[config.mk]
export PLATFORM = sky130hd
export DESIGN_NAME = bitwise_inverter_8b
export DESIGN_NICKNAME = d
export VERILOG_FILES = /design/src/rtl/bitwise_inverter_8b.sv
export SDC_FILE = /design/constraint.sdc
export NUM_CORES = 1
export LEC_CHECK = 0
export ABC_AREA = 1
export CAP_MARGIN = 20
export CORE_AREA = 4 4 41 43
export DETAILED_ROUTE_END_ITERATION = 7
export DIE_AREA = 0 0 45 47
export HOLD_SLACK_MARGIN = 0.06
export MAX_ROUTING_LAYER = met4
export PLACE_DENSITY = 0.8
export SLEW_MARGIN = 15
export SYNTH_ARGS = -nofsm -noshare
export SYNTH_HDL_FRONTEND = slang
export SYNTH_SLANG_ARGS = --single-unit
export TNS_END_PERCENT = 1
[constraint.sdc]
create_clock -name clk -period 1.5 [get_ports clk]
set_clock_uncertainty 0.05 [all_clocks]
set_input_delay 0.3 -clock clk [delete_from_list [all_inputs] [get_ports clk]]
set_output_delay 0.3 -clock clk [all_outputs]
set_load 0.005 [all_outputs]
[src/rtl/bitwise_inverter_8b.sv]
// Registered controlled inverter: output_z = input_a ^ {WIDTH{input_enable}}, 1-cycle latency.
// No backpressure: one result per in_valid cycle; output_z holds while in_valid is low.
module bitwise_inverter_8b #(
  parameter int               WIDTH   = 8,
  parameter logic [WIDTH-1:0] RST_VAL = '0
) (
  input  logic             clk,
  input  logic             rst,
  input  logic [WIDTH-1:0] input_a,
  input  logic             input_enable,
  input  logic             in_valid,
  output logic [WIDTH-1:0] output_z,
  output logic             out_valid
);

  logic [WIDTH-1:0] w_nxt;
  logic [WIDTH-1:0] r_z;
  logic             r_vld;

  assign w_nxt = input_a ^ {WIDTH{input_enable}};

  // w_nxt is only consumed under in_valid, so X/Z on idle cycles never reaches r_z.
  always_ff @(posedge clk) begin
    if (rst) begin
      r_z   <= RST_VAL;
      r_vld <= 1'b0;
    end else if (in_valid) begin
      r_z   <= w_nxt;
      r_vld <= 1'b1;
    end else begin
      r_vld <= 1'b0;
    end
  end

  assign output_z  = r_z;
  assign out_valid = r_vld;

endmodule

==> results of run 1 <==
-- state kept, by name, summed over array words and instances, names as in the netlist --
name       count
out_valid      1
output_z       8
-- worst max path at each step --
stage | slack, ns | cells after the start | end
detailed placement | 0.17 | 6 | output_z[5]
global route | 0.002 | 1 | output_z[0]
CTS | 0.02 | 1 | output_z[6]
floorplan | 0.63 | 6 | output_z[6]
global placement | 0.18 | 6 | output_z[2]
finish | 0.06 | 1 | output_z[0]
-- power by group through the flow --
stage	logic, mW	clock network (mW)	registers (mW)
floorplan	0.0719	0	0.272
global placement	0.139	0	0.270
detailed placement	0.142	0	0.270
CTS	0.143	0.194	0.266
global route	0.154	0.209	0.267
finish	0.139	0.186	0.265
-- kinds of logic (layout without fill, tap and decap cells) --
group,Yosys count,count (layout)
buffers and inverters,22,44
DFF,9,9
and+or+nand+nor,49,49
-- stage by stage --
step	cells	area [um2]	hold slack (ns)
after detailed placement	113	701	0.494
after global placement	113	701	0.485
after CTS	117	728	0.505
after floorplan	80	504	0.438
final	117	736	0.497
after global routing	117	736	0.522
-- cell usage in the layout (no fill, tap or decap) --
cell             instances
dfxtp_1                  8
clkbuf_1                 1
inv_1                   17
nor2_4                   1
nor2_1                  15
nand2_1                 24
buf_12                   1
dlymetal6s2s_1           3
nand3_1                  8
dfxtp_2                  1
clkbuf_4                 3
buf_4                    1
clkdlybuf4s50_1         17
inv_4                    1
nor2_2                   1
-- routing by layer --
metal | vias to the layer above | global-route usage, % | wire (um) | share of wire, %
met5 | - | - | 0 | 0
met4 | 0 | 3.51 | 0 | 0
met3 | 0 | 6.13 | 87 | 8.5
met2 | 17 | 17.8 | 478 | 47
met1 | 203 | 12.4 | 456 | 45
li1 | 272 | - | - | -
-- Yosys cell counts, drive strengths merged --
master  instances  area share, %
nand2          24             18
inv            18             14
nor2           17             15
dfxtp           9             36
nand3           8            7.9
buf             4            9.9
-- repair_timing --
| action | in CTS | in global routing |
|---|---|---|
| resized for setup | 1 | 3 |
| setup endpoints to repair | 1 | 3 |
| buffers inserted | 0 | 0 |
| pin swaps | 0 | 0 |
-- cell type report --
cell class,instances,share of cell area [%]
Tap cell,15,2.55
Clock buffer,4,3.57
Sequential cell,9,24.7
Inverter,18,9.52
Multi-Input combinational cell,49,27.7
Timing Repair Buffer,22,32.0
==> run_results.csv, run 1 <==
group,metric,value,unit
global_route,grt_max_degree,18,
yosys,synthCells,80,
pwr,combPwrFrac,23.6,%
place,gp_congestion,0.639,
timing,slew_headroom,77.6,%
global_route,grt-ovfl-total,0,
finish,antenna_cells,0,
drt,ant_nets,0,
finish,num-fill-cells,139,
finish,seq_area,181,um2
finish,syn2layout_area_growth,45.9,%
status,status,"finished clean",
pwr,powerDensity,802,mW/mm2
timing,fmax,0.694,GHz
worst_hold_path,holdPathStages,4,
finish,multi_input_area,204,um2
yosys,ys_warn_count,0,
drt,vias,492,
yosys,syn_avg_cell_area,6.30,um2
timing,worstMarginPinSlew,0.335,ns
drt,drt-wirelength-per-cell,8.73,um
setup_path,crit_family,"buffers and inverters",
die,fp.dieW,45,um
setup_path,cp-startpoint,"output_z[0]",
pwr,power.total,0.590,mW
drt,via_per_inst,4.21,
die,die_h,47,um
setup_path,path_max_fanout,2,
timing,fin_crit_sh,96.0,%
yosys,synthSimpleGateAreaFrac,40.4,%
global_route,grt_pass1_wl,1660,um
pwr,leakagePower,0.441,nW
finish,post-route-util,56.5,%
drt,drc,0,
global_route,gr-usage-all-layers,11.4,%
yosys,synth_compound_area_share,0,%
yosys,synthMuxAreaShare,0,%
pwr,ir_drop,0.000597,V
die,dieArea,0.00212,mm2
finish,drive_gt1_share,8.82,%
die,io_pins,21,
clocking,cts-hold-fix-buffers,0,
place,io_buffers,20,
yosys,synthesis.area,504,um2
setup_path,path_buf_inv,1,
drt,drt-initial-drc-count,9,
clocking,clockBufferDepth,2,
drt,dr.pass1.iters,4,
clocking,clk_pin_slew,0.06,ns
pwr,power_frac_clock,31.5,%
worst_hold_path,hp-class,"flop to flop",
drt,drt-total-wl,1020,um
pwr,switching_share,25.3,%
global_route,grt_antenna_before_repair,0,
yosys,synthAdderAreaFrac,0,%
setup_path,worstSetupPathType,"flop to output pin",
clocking,htree_levels,1,
timing,fin_tns_setup,0,ns
setup_path,path_cells,"clkdlybuf4s50_1",
global_route,grt_pass1_vias,425,
timing,setup_slack,0.0595,ns
setup_path,endpoint_kind,"output pin",
pwr,pwr-share-seq,44.9,%
timing,setup_violations,0,
clocking,cts_tree,"yes",
timing,period_needed,1.44,ns
yosys,synth_top_family_by_area,"simple AND/OR/NAND/NOR gates",
yosys,ys_types,11,
worst_hold_path,hold_path_startpoint,"output_z[7]",
yosys,synth-xor-area-share,0,%
clocking,cts_buffers,3,
die,start_util,38.8,%
yosys,ys_seq_elements,9,
flow_run,max_cap_violations,0,
yosys,ys_seq_area_share,35.7,%
clocking,clock_latency,0.26,ns
worst_hold_path,hold_end,"output_z[7]",
yosys,syn_nets,92,
setup_path,r2r_slack,0.78,ns
setup_path,cp.arrival,1.09,ns
pwr,p_switching,0.149,mW
setup_path,r2r_start,"output_z[6]",
timing,slew_violations,0,
setup_path,slowest_stage,"clkdlybuf4s50_1",
setup_path,slowest_delay,0.50,ns
setup_path,cp.required,1.15,ns
clocking,root_buffer,"clkbuf_4",
place,dp_slack,0.167,ns
pwr,internal_power,0.441,mW
setup_path,crit_path_start_kind,"flop",
place,place_hpwl,798,um
finish,finalNetCount,115,
timing,finalHoldViolations,0,
clocking,cts.sinks,9,
die,fp-row-count,13,
timing,rsz0062_at_grt,"no",
die,core,0.00130,mm2
setup_path,r2r_end,"output_z[6]",
setup_path,rr_worst_depth,4,
Note: power is estimated with default switching activity, not from simulation.
==> run 2: changes to the inputs <==
==> constraint.sdc (replaced) <==
create_clock -name clk -period 1.5 [get_ports clk]
set_clock_uncertainty 0.05 [all_clocks]
set_input_delay 0.3 -clock clk [delete_from_list [all_inputs] [get_ports clk]]
set_output_delay 0.3 -clock clk [all_outputs]
set_load 0.05 [all_outputs]
==> run 2 against run 1 <==
Against the previous run:
- routed wire length grew 1.4%
- worst setup slack better by 0.25 ns
- fmax is 21% higher
- register-to-register slack worse by 0.05 ns
- cell count is the same
- design area is 11% higher
- combinational power is 68% higher
- hold slack better by 0.042 ns
- sequential power is 3% higher
- via count is 2.8% higher
- power up 17%
==> run_results.csv, run 2 (same netlist as run 1, synthesis figures left out) <==
group,metric,value,unit
clocking,post_cts_buffers,0,
clocking,cts_resized,0,
die,dieArea,0.00212,mm2
finish,final_area,817,um2
drt,vias,506,
timing,rsz0062_at_grt,"no",
finish,syn2layout_area_growth,62.0,%
setup_path,cp.arrival,0.84,ns
global_route,grt.met1_usage,14.2,%
die,fp.dieW,45,um
clocking,cts-hold-fix-buffers,0,
worst_hold_path,hp-class,"flop to flop",
setup_path,path_buf_inv,1,
flow_run,max_cap_violations,0,
setup_path,r2r_slack,0.73,ns
setup_path,slowest_delay,0.42,ns
global_route,gr-usage-all-layers,11.8,%
status,status,"finished clean",
drt,via_per_inst,4.32,
finish,final_cell_mix,"nand2_1 (24), inv_1 (17), nor2_1 (15), clkdlybuf4s50_1 (11), buf_12 (10)",
timing,worstMarginPinSlew,0.347,ns
place,placed_area,791,um2
global_route,grt_pass1_vias,428,
place,place_hpwl,797,um
global_route,grt_max_degree,18,
finish,largest_register_ff_count,8,
setup_path,worstSetupPathType,"flop to output pin",
place,gp_congestion,0.621,
clocking,clk_pin_slew,0.06,ns
global_route,grt_util_met3,6.13,%
place,io_buffers,20,
clocking,cts.sinks,9,
finish,num-fill-cells,116,
worst_hold_path,hold_end,"output_z[2]",
die,core,0.00130,mm2
global_route,grt_pass1_wl,1760,um
setup_path,r2r_start,"output_z[6]",
drt,ant_nets,0,
drt,drc,0,
finish,drive_gt1_share,16.7,%
global_route,grt_antenna_before_repair,0,
clocking,root_buffer,"clkbuf_4",
setup_path,path_cells,"buf_12",
timing,setup_violations,0,
setup_path,r2r_end,"output_z[6]",
setup_path,slowest_stage,"dfxtp_1",
drt,dr.pass1.iters,4,
setup_path,rr_worst_depth,4,
global_route,grt-ovfl-total,0,
timing,finalHoldViolations,0,
global_route,use_met2,16.9,%
drt,drt-initial-drc-count,8,
die,io_pins,21,
pwr,leakagePower,0.443,nW
worst_hold_path,hold_path_startpoint,"output_z[2]",
setup_path,path_max_fanout,2,
drt,drt-wirelength-per-cell,8.85,um
clocking,cts_buffers,3,
timing,slew_violations,0,
setup_path,crit_path_start_kind,"flop",
setup_path,crit_family,"flip-flops",
setup_path,cp.required,1.15,ns
pwr,powerDensity,846,mW/mm2
clocking,htree_levels,1,
die,die_h,47,um
die,fp-row-count,13,
global_route,busiest_layer,"met2",
clocking,cts_tree,"yes",
worst_hold_path,holdPathStages,4,
pwr,ir_drop,0.000547,V
finish,final_common_cell,"nand2_1",
finish,antenna_cells,0,
timing,fin_crit_sh,79.4,%
finish,finalNetCount,115,
die,start_util,38.8,%
timing,fmax,0.840,GHz
timing,fin_tns_setup,0,ns
timing,period_needed,1.19,ns
clocking,clock_latency,0.25,ns
setup_path,endpoint_kind,"output pin",
drt,drt-total-wl,1040,um
timing,slew_headroom,76.8,%
clocking,clockBufferDepth,2,
-- run 2: cell types whose count changed in the layout (fill, tap and decap cells not counted), sizes merged --
cell	before	now
dlymetal6s2s	3	0
clkdlybuf4s50	17	11
buf	2	11
-- run 2: area by class of cell --
| cell class | instances | area (um2) | area share (%) |
|---|---|---|---|
| inverters | 18 | 70.1 | 8.58 |
| multi-input cells | 49 | 204 | 25.0 |
| repair buffers | 22 | 318 | 38.9 |
| clock buffers | 4 | 26.3 | 3.22 |
| flip-flops and latches | 9 | 180 | 22.1 |
| well taps | 15 | 18.8 | 2.30 |
-- run 2: power by group --
| part | switching (mW) | internal [mW] |
|---|---|---|
| clock | 0.0809 | 0.102 |
| combinational | 0.116 | 0.118 |
| sequential | 0.0180 | 0.256 |
| total | 0.215 | 0.477 |
-- run 2: worst max-delay path by stage --
stage                startpoint          end  slack [ns]  cells past startpoint
detailed placement     in_valid  output_z[7]        0.15                      6
CTS                 output_z[6]  output_z[6]        0.29                      1
floorplan           output_z[6]  output_z[6]        0.50                      0
global placement       in_valid  output_z[0]        0.18                      6
global route        output_z[6]  output_z[6]        0.25                      1
finish              output_z[6]  output_z[6]        0.31                      1
-- run 2: worst min-delay path, stage by stage (launching register included) --
cell     delay, ns
dfxtp_1       0.33
nor2_1        0.09
nor2_1        0.04
nand2_1       0.05
inv_1         0.03
-- run 2: layer usage --
| layer | up-vias | share of wire (%) |
|---|---|---|
| met1 | 218 | 44 |
| met4 | 0 | 0.68 |
| met3 | 2 | 9.7 |
| met5 | - | 0 |
| li1 | 270 | - |
| met2 | 16 | 46 |
-- run 2: stage by stage --
step	utilization, %	power (mW)	setup slack [ns]	hold WS, ns	std cells
detailed placement	60.8	0.513	0.148	0.527	113
CTS	62.8	0.701	0.294	0.539	117
global route	62.8	0.736	0.249	0.560	117
finish	62.8	0.691	0.309	0.539	117
global placement	60.8	0.510	0.181	0.524	113
floorplan	-	0.401	0.504	0.438	80
==> run 3: changes to the inputs <==
--- a/config.mk
+++ b/config.mk
@@ -7,9 +7,9 @@
 export LEC_CHECK = 0
 export ABC_AREA = 1
 export CAP_MARGIN = 20
-export CORE_AREA = 4 4 41 43
+export CORE_MARGIN = 4
+export CORE_UTILIZATION = 36
 export DETAILED_ROUTE_END_ITERATION = 7
-export DIE_AREA = 0 0 45 47
 export HOLD_SLACK_MARGIN = 0.06
 export MAX_ROUTING_LAYER = met4
 export PLACE_DENSITY = 0.8
==> constraint.sdc (replaced) <==
create_clock -name clk -period 1.04 [get_ports clk]
set_clock_uncertainty 0.05 [all_clocks]
set_input_delay 0.208 -clock clk [delete_from_list [all_inputs] [get_ports clk]]
set_output_delay 0.208 -clock clk [all_outputs]
set_load 0.05 [all_outputs]
==> run 3 against run 2 <==
Against the previous run:
- hold slack got worse by 0.20 ns
- worst setup slack got worse by 0.29 ns
- cell count rose by 2.6%
- power up 48%
- via count is 2.6% higher
- sequential share of layout area is 0.94 points higher
- non-clock buffer count is 3 higher
- utilization up 1.2 points
==> run_results.csv, run 3 (same netlist as run 1, synthesis figures left out) <==
group,metric,value,unit
status,status,"finished clean",
setup_path,cp.arrival,0.77,ns
finish,drive_gt1_share,27.6,%
die,dieArea,0.00206,mm2
pwr,power.total,1.02,mW
finish,antenna_cells,0,
die,io_pins,21,
pwr,p_switching,0.325,mW
timing,setup_violations,0,
setup_path,cp.required,0.78,ns
clocking,clockBufferDepth,2,
die,fp.dieW,45.4,um
clocking,clock_latency,0.26,ns
timing,worstMarginPinSlew,0.205,ns
finish,finalNonFillerCells,120,
pwr,ir_drop,0.000655,V
place,place_hpwl,973,um
finish,final_common_cell,"nand2_1",
clocking,post_cts_buffers,0,
setup_path,crit_family,"flip-flops",
clocking,cts_tree,"yes",
clocking,cts.sinks,9,
global_route,grt_pass1_vias,492,
die,die_h,45.4,um
pwr,combPwrFrac,33.6,%
die,start_util,38.3,%
clocking,htree_levels,1,
timing,finalHoldViolations,0,
drt,dr.pass1.iters,4,
pwr,internal_power,0.695,mW
place,dp_slack,-0.259,ns
drt,drt-total-wl,1200,um
setup_path,path_cells,"buf_12",
setup_path,endpoint_kind,"output pin",
global_route,grt_pass1_wl,1960,um
timing,period_needed,1.03,ns
flow_run,max_cap_violations,0,
place,placed_area,801,um2
drt,drt-initial-drc-count,16,
drt,ant_nets,0,
timing,rsz0062_at_grt,"yes",
global_route,grt.met1_usage,13.4,%
pwr,power_frac_clock,27.2,%
finish,final_cell_mix,"nand2_1 (24), inv_1 (17), nor2_1 (15), clkdlybuf4s50_1 (10), buf_12 (9)",
place,gp_congestion,0.686,
setup_path,worstSetupPathType,"flop to output pin",
timing,fmax,0.975,GHz
finish,final_area,843,um2
global_route,grt_util_met3,3.56,%
finish,post-route-util,64.0,%
global_route,grt_antenna_before_repair,0,
pwr,switching_share,31.9,%
die,core,0.00132,mm2
timing,setup_slack,0.0143,ns
drt,via_per_inst,4.33,
clocking,cts-hold-fix-buffers,0,
global_route,busiest_layer,"met2",
timing,slew_violations,0,
setup_path,slowest_delay,0.37,ns
global_route,gr-usage-all-layers,13.7,%
global_route,grt_max_degree,10,
global_route,use_met2,25.1,%
worst_hold_path,hp-class,"input port to flop",
timing,fin_crit_sh,98.6,%
worst_hold_path,hold_path_startpoint,"input_enable",
setup_path,path_buf_inv,1,
setup_path,cp-startpoint,"output_z[6]",
timing,slew_headroom,86.3,%
clocking,clk_pin_slew,0.06,ns
finish,syn2layout_area_growth,67.2,%
drt,drt-wirelength-per-cell,9.99,um
pwr,leakagePower,0.465,nW
timing,whs,0.338,ns
setup_path,slowest_stage,"dfxtp_4",
clocking,root_buffer,"clkbuf_4",
place,io_buffers,20,
global_route,grt-ovfl-total,0,
pwr,pwr-share-seq,39.3,%
drt,drc,0,
place,dp.cells,116,
die,fp-row-count,13,
setup_path,r2r_start,"output_z[6]",
drt,vias,519,
clocking,cts_buffers,3,
setup_path,crit_path_start_kind,"flop",
setup_path,path_max_fanout,2,
finish,finalNetCount,118,
pwr,powerDensity,1210,mW/mm2
finish,largest_register_ff_count,8,
timing,fin_tns_setup,0,ns
## run 3: changes by cell type in the layout (fill, tap and decap cells not counted), sizes merged
cell / before / now
buf: 11 / 14
dlymetal6s2s: 0 / 1
clkdlybuf4s50: 11 / 10
## run 3: worst paths after layout
path | endpoint | slack (ns) | cells after the start
worst max-delay path | output_z[6] | 0.01 | 1
worst min register to register | output_z[1] | 0.52 | 4
worst max register to register | output_z[6] | 0.32 | 4
worst min-delay path | output_z[6] | 0.34 | 5
## run 3: routing by layer
layer  up-vias  wire [um]
met1       227        475
met4         0         27
met5         -          0
met2        11        646
met3         4         49
li1        277          -
## run 3: what timing repair did
item	4_1_cts	5_1_grt
gates cloned	0	0
pin swaps	0	0
resized for setup	9	2
endpoints found under the setup margin	8	8
## run 3: final cells by class
cell class / instances / area [um2]
Tap cell: 15 / 18.8
Fill cell: 112 / 474
Timing Repair Buffer: 25 / 330
Multi-Input combinational cell: 49 / 204
Sequential cell: 9 / 194
Clock buffer: 4 / 26.3
Inverter: 18 / 70.1
## run 3: power by group through the flow
stage,Clock (mW),Combinational [mW],Sequential [mW]
6_report,0.277,0.343,0.401
5_1_grt,0.301,0.366,0.404
4_1_cts,0.277,0.345,0.401
3_5_place_dp,0,0.343,0.405
3_3_place_gp,0,0.337,0.403
2_1_floorplan,0,0.104,0.475
## run 3: tightest hold or removal path: stages
cell	delay, ns
dlymetal6s2s_1	0.19
nand2_1	0.08
nand3_1	0.06
nand2_1	0.05
inv_1	0.04
